$ cat src/rtl/timer_pkg.sv
// timer_pkg: state encoding and BCD digit limits shared by the countdown timer.
package timer_pkg;
  localparam int DIG_W = 4;
  localparam logic [DIG_W-1:0] LO_MAX = 4'd9;
  localparam logic [DIG_W-1:0] HI_MAX = 4'd5;
  typedef enum logic [1:0] {IDLE, RUN, PAUSE, EXPIRED} state_e;
endpackage

$ cat src/rtl/countdown_timer_digit.sv
// bcd_down_digit: one BCD digit that decrements on borrow, wrapping 0 -> MAX.
module bcd_down_digit
  import timer_pkg::*;
#(
  parameter logic [DIG_W-1:0] MAX = LO_MAX
) (
  input  logic             clk,
  input  logic             rst,
  input  logic             en,
  input  logic             borrow_in,
  input  logic             load,
  input  logic [DIG_W-1:0] load_val,
  output logic [DIG_W-1:0] digit,
  output logic             borrow_out
);
  logic [DIG_W-1:0] digit_q, digit_d;
  assign borrow_out = borrow_in && digit_q == '0;
  assign digit_d = load ? load_val
                 : (en && borrow_in) ? (digit_q == '0 ? MAX : digit_q - 1'b1)
                 : digit_q;
  assign digit = digit_q;
  always_ff @(posedge clk) begin
    if (rst) digit_q <= '0;
    else digit_q <= digit_d;
  end
endmodule

$ cat src/rtl/countdown_timer.sv
// countdown_timer: BCD hh:mm:ss countdown with preset load and expiry pulse.
// Define AUTO_RELOAD_EN to reload the stored preset on expiry (periodic mode).
module countdown_timer
  import timer_pkg::*;
#(
  parameter int CLK_PER_SEC = 100_000_000,
  parameter int HR_MAX      = 23
) (
  input  logic             clk,
  input  logic             rst,
  input  logic             clear,
  input  logic             load,
  input  logic             start_stop,
  input  logic [DIG_W-1:0] preset_hr_h,
  input  logic [DIG_W-1:0] preset_hr_l,
  input  logic [DIG_W-1:0] preset_min_h,
  input  logic [DIG_W-1:0] preset_min_l,
  input  logic [DIG_W-1:0] preset_sec_h,
  input  logic [DIG_W-1:0] preset_sec_l,
  output logic [DIG_W-1:0] hr_h,
  output logic [DIG_W-1:0] hr_l,
  output logic [DIG_W-1:0] min_h,
  output logic [DIG_W-1:0] min_l,
  output logic [DIG_W-1:0] sec_h,
  output logic [DIG_W-1:0] sec_l,
  output logic             running,
  output logic             done,
  output logic             load_err
);
  localparam int PW = $clog2(CLK_PER_SEC);
  localparam logic [PW-1:0] PRE_LAST = PW'(CLK_PER_SEC - 1);
  state_e state_q, state_d;
  logic [PW-1:0] pre_q, pre_d;
  logic [6*DIG_W-1:0] preset_in, cur, load_val;
  logic done_q, done_d, err_q, err_d, dig_load, dec, tick, valid, ld_ok, is_one;
  logic [6:0] b;
  logic [7:0] hr_val;
  assign preset_in = {preset_hr_h, preset_hr_l, preset_min_h, preset_min_l, preset_sec_h, preset_sec_l};
  assign hr_val = 8'(preset_hr_h) * 8'd10 + 8'(preset_hr_l);
  assign valid = preset_sec_l <= LO_MAX && preset_min_l <= LO_MAX && preset_hr_l <= LO_MAX &&
                 preset_sec_h <= HI_MAX && preset_min_h <= HI_MAX && hr_val <= 8'(HR_MAX);
  assign ld_ok = !clear && load && state_q != RUN && valid;
  assign tick = state_q == RUN && pre_q == PRE_LAST;
  assign is_one = cur == 24'd1;
  // The borrow chain is always fed at sec_l, so the final borrow flags an all-zero value.
  assign b[0] = 1'b1;
  for (genvar i = 0; i < 6; i++) begin : g_dig
    bcd_down_digit #(.MAX((i == 1 || i == 3) ? HI_MAX : LO_MAX)) u_dig (
      .clk       (clk),
      .rst       (rst),
      .en        (dec),
      .borrow_in (b[i]),
      .load      (dig_load),
      .load_val  (load_val[i*DIG_W +: DIG_W]),
      .digit     (cur[i*DIG_W +: DIG_W]),
      .borrow_out(b[i+1])
    );
  end
  assign {hr_h, hr_l, min_h, min_l, sec_h, sec_l} = cur;
  assign running = state_q == RUN;
  assign done = done_q;
  assign load_err = err_q;
`ifdef AUTO_RELOAD_EN
  logic [6*DIG_W-1:0] preset_q;
  always_ff @(posedge clk) begin
    if (rst) preset_q <= '0;
    else if (ld_ok) preset_q <= preset_in;
  end
`endif
  always_comb begin
    state_d = state_q;
    pre_d = pre_q;
    load_val = preset_in;
    dig_load = 1'b0;
    dec = 1'b0;
    done_d = 1'b0;
    err_d = 1'b0;
    if (clear) begin
      state_d = IDLE;
      pre_d = '0;
      dig_load = 1'b1;
      load_val = '0;
    end else if (load && state_q != RUN) begin
      if (ld_ok) begin
        state_d = IDLE;
        pre_d = '0;
        dig_load = 1'b1;
      end else err_d = 1'b1;
    end else if (tick && is_one) begin
      done_d = 1'b1;
      pre_d = '0;
`ifdef AUTO_RELOAD_EN
      dig_load = 1'b1;
      load_val = preset_q;
`else
      dec = 1'b1;
      state_d = EXPIRED;
`endif
    end else if (start_stop) begin
      state_d = state_q == IDLE ? (b[6] ? IDLE : RUN)
              : state_q == RUN ? PAUSE
              : state_q == PAUSE ? RUN : state_q;
    end else if (state_q == RUN) begin
      pre_d = tick ? '0 : pre_q + 1'b1;
      dec = tick;
    end
  end
  always_ff @(posedge clk) begin
    if (rst) begin
      state_q <= IDLE;
      pre_q <= '0;
      done_q <= 1'b0;
      err_q <= 1'b0;
    end else begin
      state_q <= state_d;
      pre_q <= pre_d;
      done_q <= done_d;
      err_q <= err_d;
    end
  end
endmodule

$ cat config.mk
export PLATFORM = sky130hd
export DESIGN_NAME = countdown_timer
export DESIGN_NICKNAME = d
export VERILOG_FILES = /design/src/rtl/timer_pkg.sv /design/src/rtl/countdown_timer_digit.sv /design/src/rtl/countdown_timer.sv
export SDC_FILE = /design/constraint.sdc
export NUM_CORES = 1
export LEC_CHECK = 0
export ABC_AREA = 1
export BUFFER_PORTS_ARGS = -buffer_cell sky130_fd_sc_hd__buf_2
export CELL_PAD_IN_SITES_DETAIL_PLACEMENT = 1
export CELL_PAD_IN_SITES_GLOBAL_PLACEMENT = 2
export CORE_ASPECT_RATIO = 0.6
export CORE_UTILIZATION = 30
export CTS_CLUSTER_DIAMETER = 50
export CTS_CLUSTER_SIZE = 28
export DETAILED_ROUTE_END_ITERATION = 12
export HOLD_SLACK_MARGIN = 0.1
export PLACE_DENSITY = 0.89
export SYNTH_ARGS = -nofsm -noshare
export SYNTH_HDL_FRONTEND = slang
export SYNTH_SLANG_ARGS = --single-unit
$ cat constraint.sdc
create_clock -name clk -period 2.89 [get_ports clk]
set_clock_uncertainty 0.2 [all_clocks]
set_input_delay 0.289 -clock clk [delete_from_list [all_inputs] [get_ports clk]]
set_output_delay 0.289 -clock clk [all_outputs]
set_load 0.02 [all_outputs]
==> results of run 1 <==
## power groups by stage
stage / Combinational, mW / Sequential [mW] / Clock [mW]
global route: 0.618 / 0.840 / 0.777
CTS: 0.551 / 0.834 / 0.753
detailed placement: 0.547 / 0.851 / 0
finish: 0.553 / 0.834 / 0.730
global placement: 0.540 / 0.851 / 0
floorplan: 0.332 / 0.870 / 0
## final timing paths
path | start | slack (ns) | to | cells after the start
worst min register to register | pre_q[1] | 0.32 | pre_q[1] | 2
worst max-delay path | preset_hr_h[1] | 0.24 | g_dig[3].u_dig.digit[1] | 15
worst max register to register | g_dig[1].u_dig.digit[0] | 0.44 | g_dig[1].u_dig.digit[0] | 12
worst min-delay path | preset_min_l[0] | 0.12 | g_dig[2].u_dig.digit[0] | 5
## sequential cells by signal, summed over array words and instances, names as in the netlist
signal and count:
load_err 1, g_dig.u_dig.digit 24, pre_q 27, state_q 2
done 1
## tightest hold or removal path, delay by kind of cell
kind / cells / cell delay [ns]
and+or+nand+nor: 4 / 0.22
buffers and inverters: 1 / 0.07
## per-layer routing
layer	global-route usage [%]	vias to the layer above	wire length [um]
met1	36.7	2441	9340
met3	4.35	10	1270
li1	-	2651	-
met2	27.3	135	5770
met5	0	-	0
met4	2.90	0	101
## Yosys cell counts
library cell / n
nand2_1: 222
nor2_1: 176
nand3_1: 100
inv_1: 87
dfxtp_1: 55
o21ai_0: 30
a21oi_1: 28
nor2_2: 14
xor2_1: 12
nor3_1: 11
ha_1: 8
clkbuf_1: 7
nand4_1: 7
buf_6: 6
nand2_2: 5
nor2_4: 5
buf_2: 4
inv_2: 3
nand2_4: 3
xnor2_1: 3
buf_4: 2
fa_1: 2
nand3_2: 2
or2_2: 2
a21oi_4: 1
clkinv_1: 1
clkinv_4: 1
nand3b_1: 1
nand3b_2: 1
nor3b_1: 1
o21a_1: 1
o22ai_1: 1
## per-stage QoR
step           setup slack [ns]  total power, mW  util (%)  area, um^2
2_1_floorplan             0.267             1.20         -        4530
5_1_grt                  0.0231             2.23      36.4        5330
3_3_place_gp            -0.0343             1.39      35.3        5160
4_1_cts                   0.256             2.14      36.4        5330
6_report                  0.239             2.12      36.4        5330
3_5_place_dp            -0.0695             1.40      35.3        5160
## logic make-up after synthesis
group	Yosys count	synth area share [%]
compound gates	61	7.07
xor+xnor	15	2.90
fa+ha+maj	10	3.09
buf+inv	111	10.6
flops	55	24.3
simple gates	550	52.1
## final cells by class
class                           instances  share of cell area, %
Clock buffer                            6                   2.42
Clock inverter                          2                  0.727
Inverter                               92                   6.57
Multi-Input combinational cell        636                   55.4
Sequential cell                        55                   20.6
Tap cell                              198                   4.65
Timing Repair Buffer                   80                   9.62
==> out/metrics.yaml, run 1 <==
run_status:
  outcome: "completed"
setup_path:
  crit_path_top_delay_cell: "fa_1"
  slowest_delay_ns: 0.51
  endpoint_kind: "flip-flop"
  startpoint_type: "input pin"
  worstPathCellList: "buf_2, ha_1, ha_1, fa_1, nand3_1, inv_1, nor2_1, nand2_1, nor2_1, nand3_2, buf_4, nand3_1, nand2_1, nor2_1, nor2_1"
  cp.buffers_inverters: 3
  required_ns: 2.90
  criticalPathCategory: "input pin to flip-flop"
  crit_family: "adder cells"
  crit_path_frequent_cell: "nor2_1"
  path_max_fanout: 21
  worstPathArrival_ns: 2.66
drt:
  vias: 5237
  vias_per_cell: 4.90
  postRouteAntennaNets: 0
  first_iter_violations: 423
  drc: 0
  drt_pass1_iterations: 5
  wl_per_cell_um: 15.4
  routed_wl_mm: 16.5
cts:
  clk_pin_slew_worst_paths_ns: 0.08
  cts-buffers-inserted: 5
  htreeDepth: 2
  clock_latency_ns: 0.31
  cts-root-buf: "clkbuf_16"
  cts_tree: "done"
  clk_path_buf_depth: 2
  postCtsSetupRepairBufs: 0
  hold_buffers: 0
  cts_resized: 0
  clock-sinks: 55
synth:
  synth_top_cell_area_share_pct: 24.3
  synthCells: 802
  ys_types: 32
  syn_nets: 841
  avgSynthCellArea_um2: 5.65
  yosys.area.top_type: "dfxtp_1"
  synth_warnings: 0
  synth-seq-cells: 55
  synth_area_mm2: 0.00453
  synth.area.top_cells: "dfxtp_1 (24%), nand2_1 (18%), nor2_1 (15%), nand3_1 (11%), inv_1 (7.2%)"
  ys_seq_area_share_pct: 24.3
die:
  start_util_pct: 31.0
  die-area_mm2: 0.0156
  die-height_um: 97.2
  ios: 56
  die_w_um: 161
  core_area_mm2: 0.0146
  rows: 34
final_layout:
  drive_gt1_share_pct: 14.2
  diodes: 0
  final_cells: 1069
  final_common_cell: "nand2_1"
  area_growth_pct: 17.6
  seqCellArea_mm2: 0.00110
  nNetsFinal: 909
  layout_common_cells: "nand2_1 (222), nor2_1 (176), nand3_1 (100), inv_1 (87)"
  multi_input_area_mm2: 0.00295
  final.fill_count: 2030
pwr:
  power.ir.vdd_worst_mv: 0.257
  netSwitchingFraction_pct: 34.0
  power_density_mw_per_mm2: 397
  p_comb_share_pct: 26.1
  intPower_mw: 1.40
  power_frac_seq_pct: 39.4
  power_leakage_nw: 2.50
  pwr-share-clk_pct: 34.5
  p_sw_mw: 0.719
sta:
  slew_headroom_pct: 44.1
  rsz0062_at_grt: "no"
  drv_slew: 0
  fin_tns_setup_ns: 0
  finalHoldViolations: 0
  finalCritPeriodShare_pct: 91.7
  fmax_mhz: 377
  whs_ns: 0.123
  tightest_slew_ns: 0.838
  final-setup-viol-count: 0
  min_period_ns: 2.65
global_routing:
  grt_overflow_total: 0
  grt_pass1_wl_mm: 26.9
  grt_max_degree: 29
  antenna_found_initial: 0
  grt_util_all_layers_pct: 21.8
  grt_pass1_vias: 4975
place:
  hpwl_mm: 13.3
  gp_congestion: 0.907
  io_buffers: 55
  dp.cells: 1061
hold_path:
  holdCritPathClass: "input pin to flip-flop"
run:
  max-cap-violations: 0
Note: power is estimated with default switching activity, not from simulation.
==> inputs of run 2 (changes only) <==
PLACE_DENSITY = default   (was 0.89)
PLACE_DENSITY_LB_ADDON = 0.1   (was default)
==> out/metrics.yaml, run 2 (synthesis gave the netlist of run 1 again) <==
run_status:
  outcome: "completed"
cts:
  cts-root-buf: "clkbuf_16"
  postCtsSetupRepairBufs: 0
  clock_latency_ns: 0.30
  clock-sinks: 55
  cts_tree: "done"
  clk_pin_slew_worst_paths_ns: 0.08
  cts-buffers-inserted: 5
  clk_path_buf_depth: 2
  htreeDepth: 2
drt:
  wl_per_cell_um: 16.5
  routed_wl_mm: 17.6
  drc: 0
  first_iter_violations: 298
  vias_per_cell: 4.94
  vias: 5295
  postRouteAntennaNets: 0
  drt_pass1_iterations: 4
sta:
  fmax_mhz: 375
  finalHoldViolations: 0
  tightest_slew_ns: 0.858
  fin_tns_setup_ns: 0
  whs_ns: 0.124
  finalCritPeriodShare_pct: 92.4
  slew_headroom_pct: 42.8
  min_period_ns: 2.67
  rsz0062_at_grt: "no"
  final-setup-viol-count: 0
  drv_slew: 0
  setup_slack_ns: 0.221
global_routing:
  grt_pass1_wl_mm: 28.3
  grt_util_all_layers_pct: 23.1
  grt_overflow_total: 0
  antenna_found_initial: 0
  grt_max_degree: 27
  grt_pass1_vias: 5192
die:
  die-height_um: 97.2
  die_w_um: 161
  rows: 34
  core_area_mm2: 0.0146
  ios: 56
  start_util_pct: 31.0
  die-area_mm2: 0.0156
run:
  max-cap-violations: 0
pwr:
  power.ir.vdd_worst_mv: 0.269
  power_density_mw_per_mm2: 400
  power_leakage_nw: 2.52
setup_path:
  crit_family: "adder cells"
  worstPathArrival_ns: 2.69
  path_max_fanout: 25
  crit_path_top_delay_cell: "fa_2"
  startpoint_type: "input pin"
  cp.buffers_inverters: 3
  criticalPathCategory: "input pin to flip-flop"
  path_depth: 14
  slowest_delay_ns: 0.47
  rr_worst_depth: 9
  endpoint_kind: "flip-flop"
  required_ns: 2.91
  worstPathCellList: "buf_2, ha_1, ha_1, fa_2, nand3_1, inv_1, nor2_1, nand2_1, nor2_1, nand3_2, nand2_2, buf_12, nand3_1, a21oi_1"
hold_path:
  hold_depth: 5
  holdCritPathClass: "input pin to flip-flop"
place:
  io_buffers: 55
  post-place-ws_ns: -0.159
  dp.cells: 1063
  gp_congestion: 0.909
  hpwl_mm: 14.0
final_layout:
  multi_input_area_mm2: 0.00296
  regMostFlops: "pre_q"
  drive_gt1_share_pct: 14.7
  final_cells: 1071
  diodes: 0
  layout_common_cells: "nand2_1 (222), nor2_1 (176), nand3_1 (99), inv_1 (87)"
  area_growth_pct: 18.5
  seqCellArea_mm2: 0.00110
  largest_reg_flops: 27
  final.fill_count: 2020
  final_common_cell: "nand2_1"
  fin_util_pct: 36.7
  nNetsFinal: 911
-- run 2: cell count changes in the layout (fill, tap and decap cells not counted) --
cell	delta
buf_6	+1
nand3_1	-1
fa_1	-1
fa_2	+1
buf_12	+1
nand3_2	+1
-- run 2: repair_timing --
item                                    4_1_cts  5_1_grt
hold buffers                                  0        0
resized for setup                             0        3
endpoints found under the setup margin        0       10
-- run 2: worst register-to-register path: stages (launching register included) --
cell and delay [ns]:
dfxtp_1 0.41, nand2_1 0.12, nor2_2 0.28, nand2_1 0.10, nor2_1 0.17, nand4_1 0.15, nor2_1 0.35, nand3_1 0.31
o21ai_0 0.24, nor2_1 0.06
-- run 2: report_power, final --
part | leakage [nW] | total, mW | internal (mW) | switching (mW)
Clock | 0.0815 | 0.746 | 0.415 | 0.331
Sequential | 0.450 | 0.835 | 0.791 | 0.0445
Combinational | 1.99 | 0.566 | 0.197 | 0.369
-- run 2: layout make-up --
type,instances,share of cell area (%)
tap,198,4.61
inverter,92,6.52
sequential,55,20.5
timing repair buffer,82,10.1
clock buffer,6,2.40
multi-input combinational,636,55.1
clock inverter,2,0.722
-- run 2: through the flow --
stage / total power, mW / instance area (um^2)
2_1_floorplan: 1.20 / 4530
3_5_place_dp: 1.41 / 5190
6_report: 2.15 / 5370
3_3_place_gp: 1.39 / 5190
4_1_cts: 2.16 / 5360
5_1_grt: 2.26 / 5370
-- run 2: path summary, 6_finish.rpt --
kind	slack (ns)	to	start
worst max-delay path	0.22	pre_q[7]	preset_hr_h[1]
worst min-delay path	0.12	g_dig[1].u_dig.digit[1]	preset_sec_h[1]
worst max register to register	0.40	g_dig[3].u_dig.digit[3]	pre_q[20]
worst min register to register	0.30	pre_q[6]	pre_q[6]
-- run 2: layer usage --
metal	vias to the layer above	global-route usage [%]	wire length (um)
met2	119	30.1	6500
li1	2651	-	-
met3	4	4.82	1010
met5	-	0	0
met1	2521	38.1	10100
met4	0	2.47	48
==> inputs of run 3 (changes only) <==
CORE_MARGIN = 2   (was default)
PLACE_DENSITY = 0.9   (was default)
PLACE_DENSITY_LB_ADDON = default   (was 0.1)
==> out/metrics.yaml, run 3 (synthesis gave the netlist of run 1 again) <==
final_layout:
  diodes: 0
  multi_input_area_mm2: 0.00295
  fin_util_pct: 36.1
  final_common_cell: "nand2_1"
  drive_gt1_share_pct: 14.0
  layout_common_cells: "nand2_1 (222), nor2_1 (176), nand3_1 (100), inv_1 (87)"
  regMostFlops: "pre_q"
  seqCellArea_mm2: 0.00110
  area_growth_pct: 16.5
  largest_reg_flops: 27
  final.fill_count: 2050
  nNetsFinal: 907
sta:
  tightest_slew_ns: 0.804
  rsz0062_at_grt: "no"
  slew_headroom_pct: 46.4
  finalCritPeriodShare_pct: 93.6
  final-setup-viol-count: 0
  min_period_ns: 2.71
  drv_slew: 0
  finalHoldViolations: 0
  fmax_mhz: 370
setup_path:
  startpoint: "preset_hr_h[1]"
  crit_path_frequent_cell: "nor2_1"
  rrSetupSlack_ns: 0.42
  worstSetupEndpoint: "g_dig[3].u_dig.digit[2]"
  startpoint_type: "input pin"
  crit_family: "adder cells"
  path_max_fanout: 21
  slowest_delay_ns: 0.58
  path_depth: 14
  r2r_start: "g_dig[1].u_dig.digit[0]"
  worstPathArrival_ns: 2.70
  cp.buffers_inverters: 3
  criticalPathCategory: "input pin to flip-flop"
  rr_worst_depth: 12
  endpoint_kind: "flip-flop"
  timing.rr.end: "g_dig[1].u_dig.digit[2]"
  worstPathCellList: "buf_2, ha_1, ha_1, fa_1, inv_1, nor2_1, nor2_1, nor2_1, nand3_2, buf_4, nand3_1, nand2_1, nor2_1, nor2_1"
  required_ns: 2.88
  crit_path_top_delay_cell: "fa_1"
cts:
  clock_latency_ns: 0.30
  clock-sinks: 55
  cts_resized: 0
  hold_buffers: 0
  clk_path_buf_depth: 2
  cts-root-buf: "clkbuf_16"
  cts_tree: "done"
  htreeDepth: 2
  cts-buffers-inserted: 5
  postCtsSetupRepairBufs: 0
  clk_pin_slew_worst_paths_ns: 0.08
drt:
  vias: 5237
  first_iter_violations: 432
  vias_per_cell: 4.91
  drt_pass1_iterations: 5
  routed_wl_mm: 16.6
  drc: 0
  wl_per_cell_um: 15.5
  postRouteAntennaNets: 0
pwr:
  power_leakage_nw: 2.47
  power_density_mw_per_mm2: 380
  power.total_mw: 2.00
  power.ir.vdd_worst_mv: 0.231
place:
  io_buffers: 55
  hpwl_mm: 13.3
  gp_congestion: 0.934
global_routing:
  grt_util_all_layers_pct: 21.2
  antenna_found_initial: 0
  grt_overflow_total: 0
  grt_pass1_vias: 5014
  grt_max_degree: 30
  grt_pass1_wl_mm: 27.1
run:
  max-cap-violations: 0
die:
  core_area_mm2: 0.0146
  die_w_um: 163
  rows: 34
  die-height_um: 99.2
  die-area_mm2: 0.0161
  start_util_pct: 31.0
  ios: 56
hold_path:
  holdCritPathClass: "input pin to flip-flop"
run_status:
  outcome: "completed"
==> run 3: layout make-up <==
class	count	share of cell area, %
inverter	92	6.64
clock inverter	2	0.237
tap	198	4.69
sequential	55	20.9
multi-input combinational	636	55.9
clock buffer	6	2.44
timing repair buffer	78	9.20
==> run 3: power by group <==
| part | switching [mW] | internal [mW] |
|---|---|---|
| registers | 0.0444 | 0.791 |
| clock network | 0.308 | 0.322 |
| logic | 0.355 | 0.183 |
==> run 3: how the worst min path moves through the flow <==
stage               startpoint                      end  slack [ns]  depth (start not counted)
6_report       preset_sec_h[0]  g_dig[1].u_dig.digit[0]        0.10                          5
5_1_grt        preset_min_h[0]  g_dig[3].u_dig.digit[0]        0.13                          5
4_1_cts        preset_sec_h[0]  g_dig[1].u_dig.digit[0]        0.10                          5
3_5_place_dp         pre_q[25]                pre_q[25]        0.30                          2
3_3_place_gp          pre_q[1]                 pre_q[1]        0.29                          2
2_1_floorplan        pre_q[25]                pre_q[25]        0.27                          2
==> run 3: tightest hold or removal path, stage by stage <==
cell and delay [ns]:
buf_2 0.07, nand2_1 0.04, nand2_1 0.05, nor2_1 0.04, nor2_1 0.08
==> run 3: metal layers <==
metal / share of wire (%) / vias up / GRT usage, %
met5: 0 / - / 0
met4: 0.41 / 0 / 2.25
met3: 7.3 / 7 / 4.30
met2: 35 / 143 / 26.8
met1: 57 / 2442 / 35.8
li1: - / 2645 / -
==> run 3: metrics by stage <==
stage          TNS (ns)  cell area, um^2  std cells  hold slack [ns]  setup WS [ns]
4_1_cts               0             5280       1067            0.104          0.212
6_report              0             5280       1067            0.105          0.185
5_1_grt               0             5280       1067            0.130         0.0265
3_3_place_gp     -0.916             5140       1059            0.290        -0.0739
3_5_place_dp      -2.00             5140       1059            0.296        -0.0921
2_1_floorplan         0             4530        802            0.266          0.267
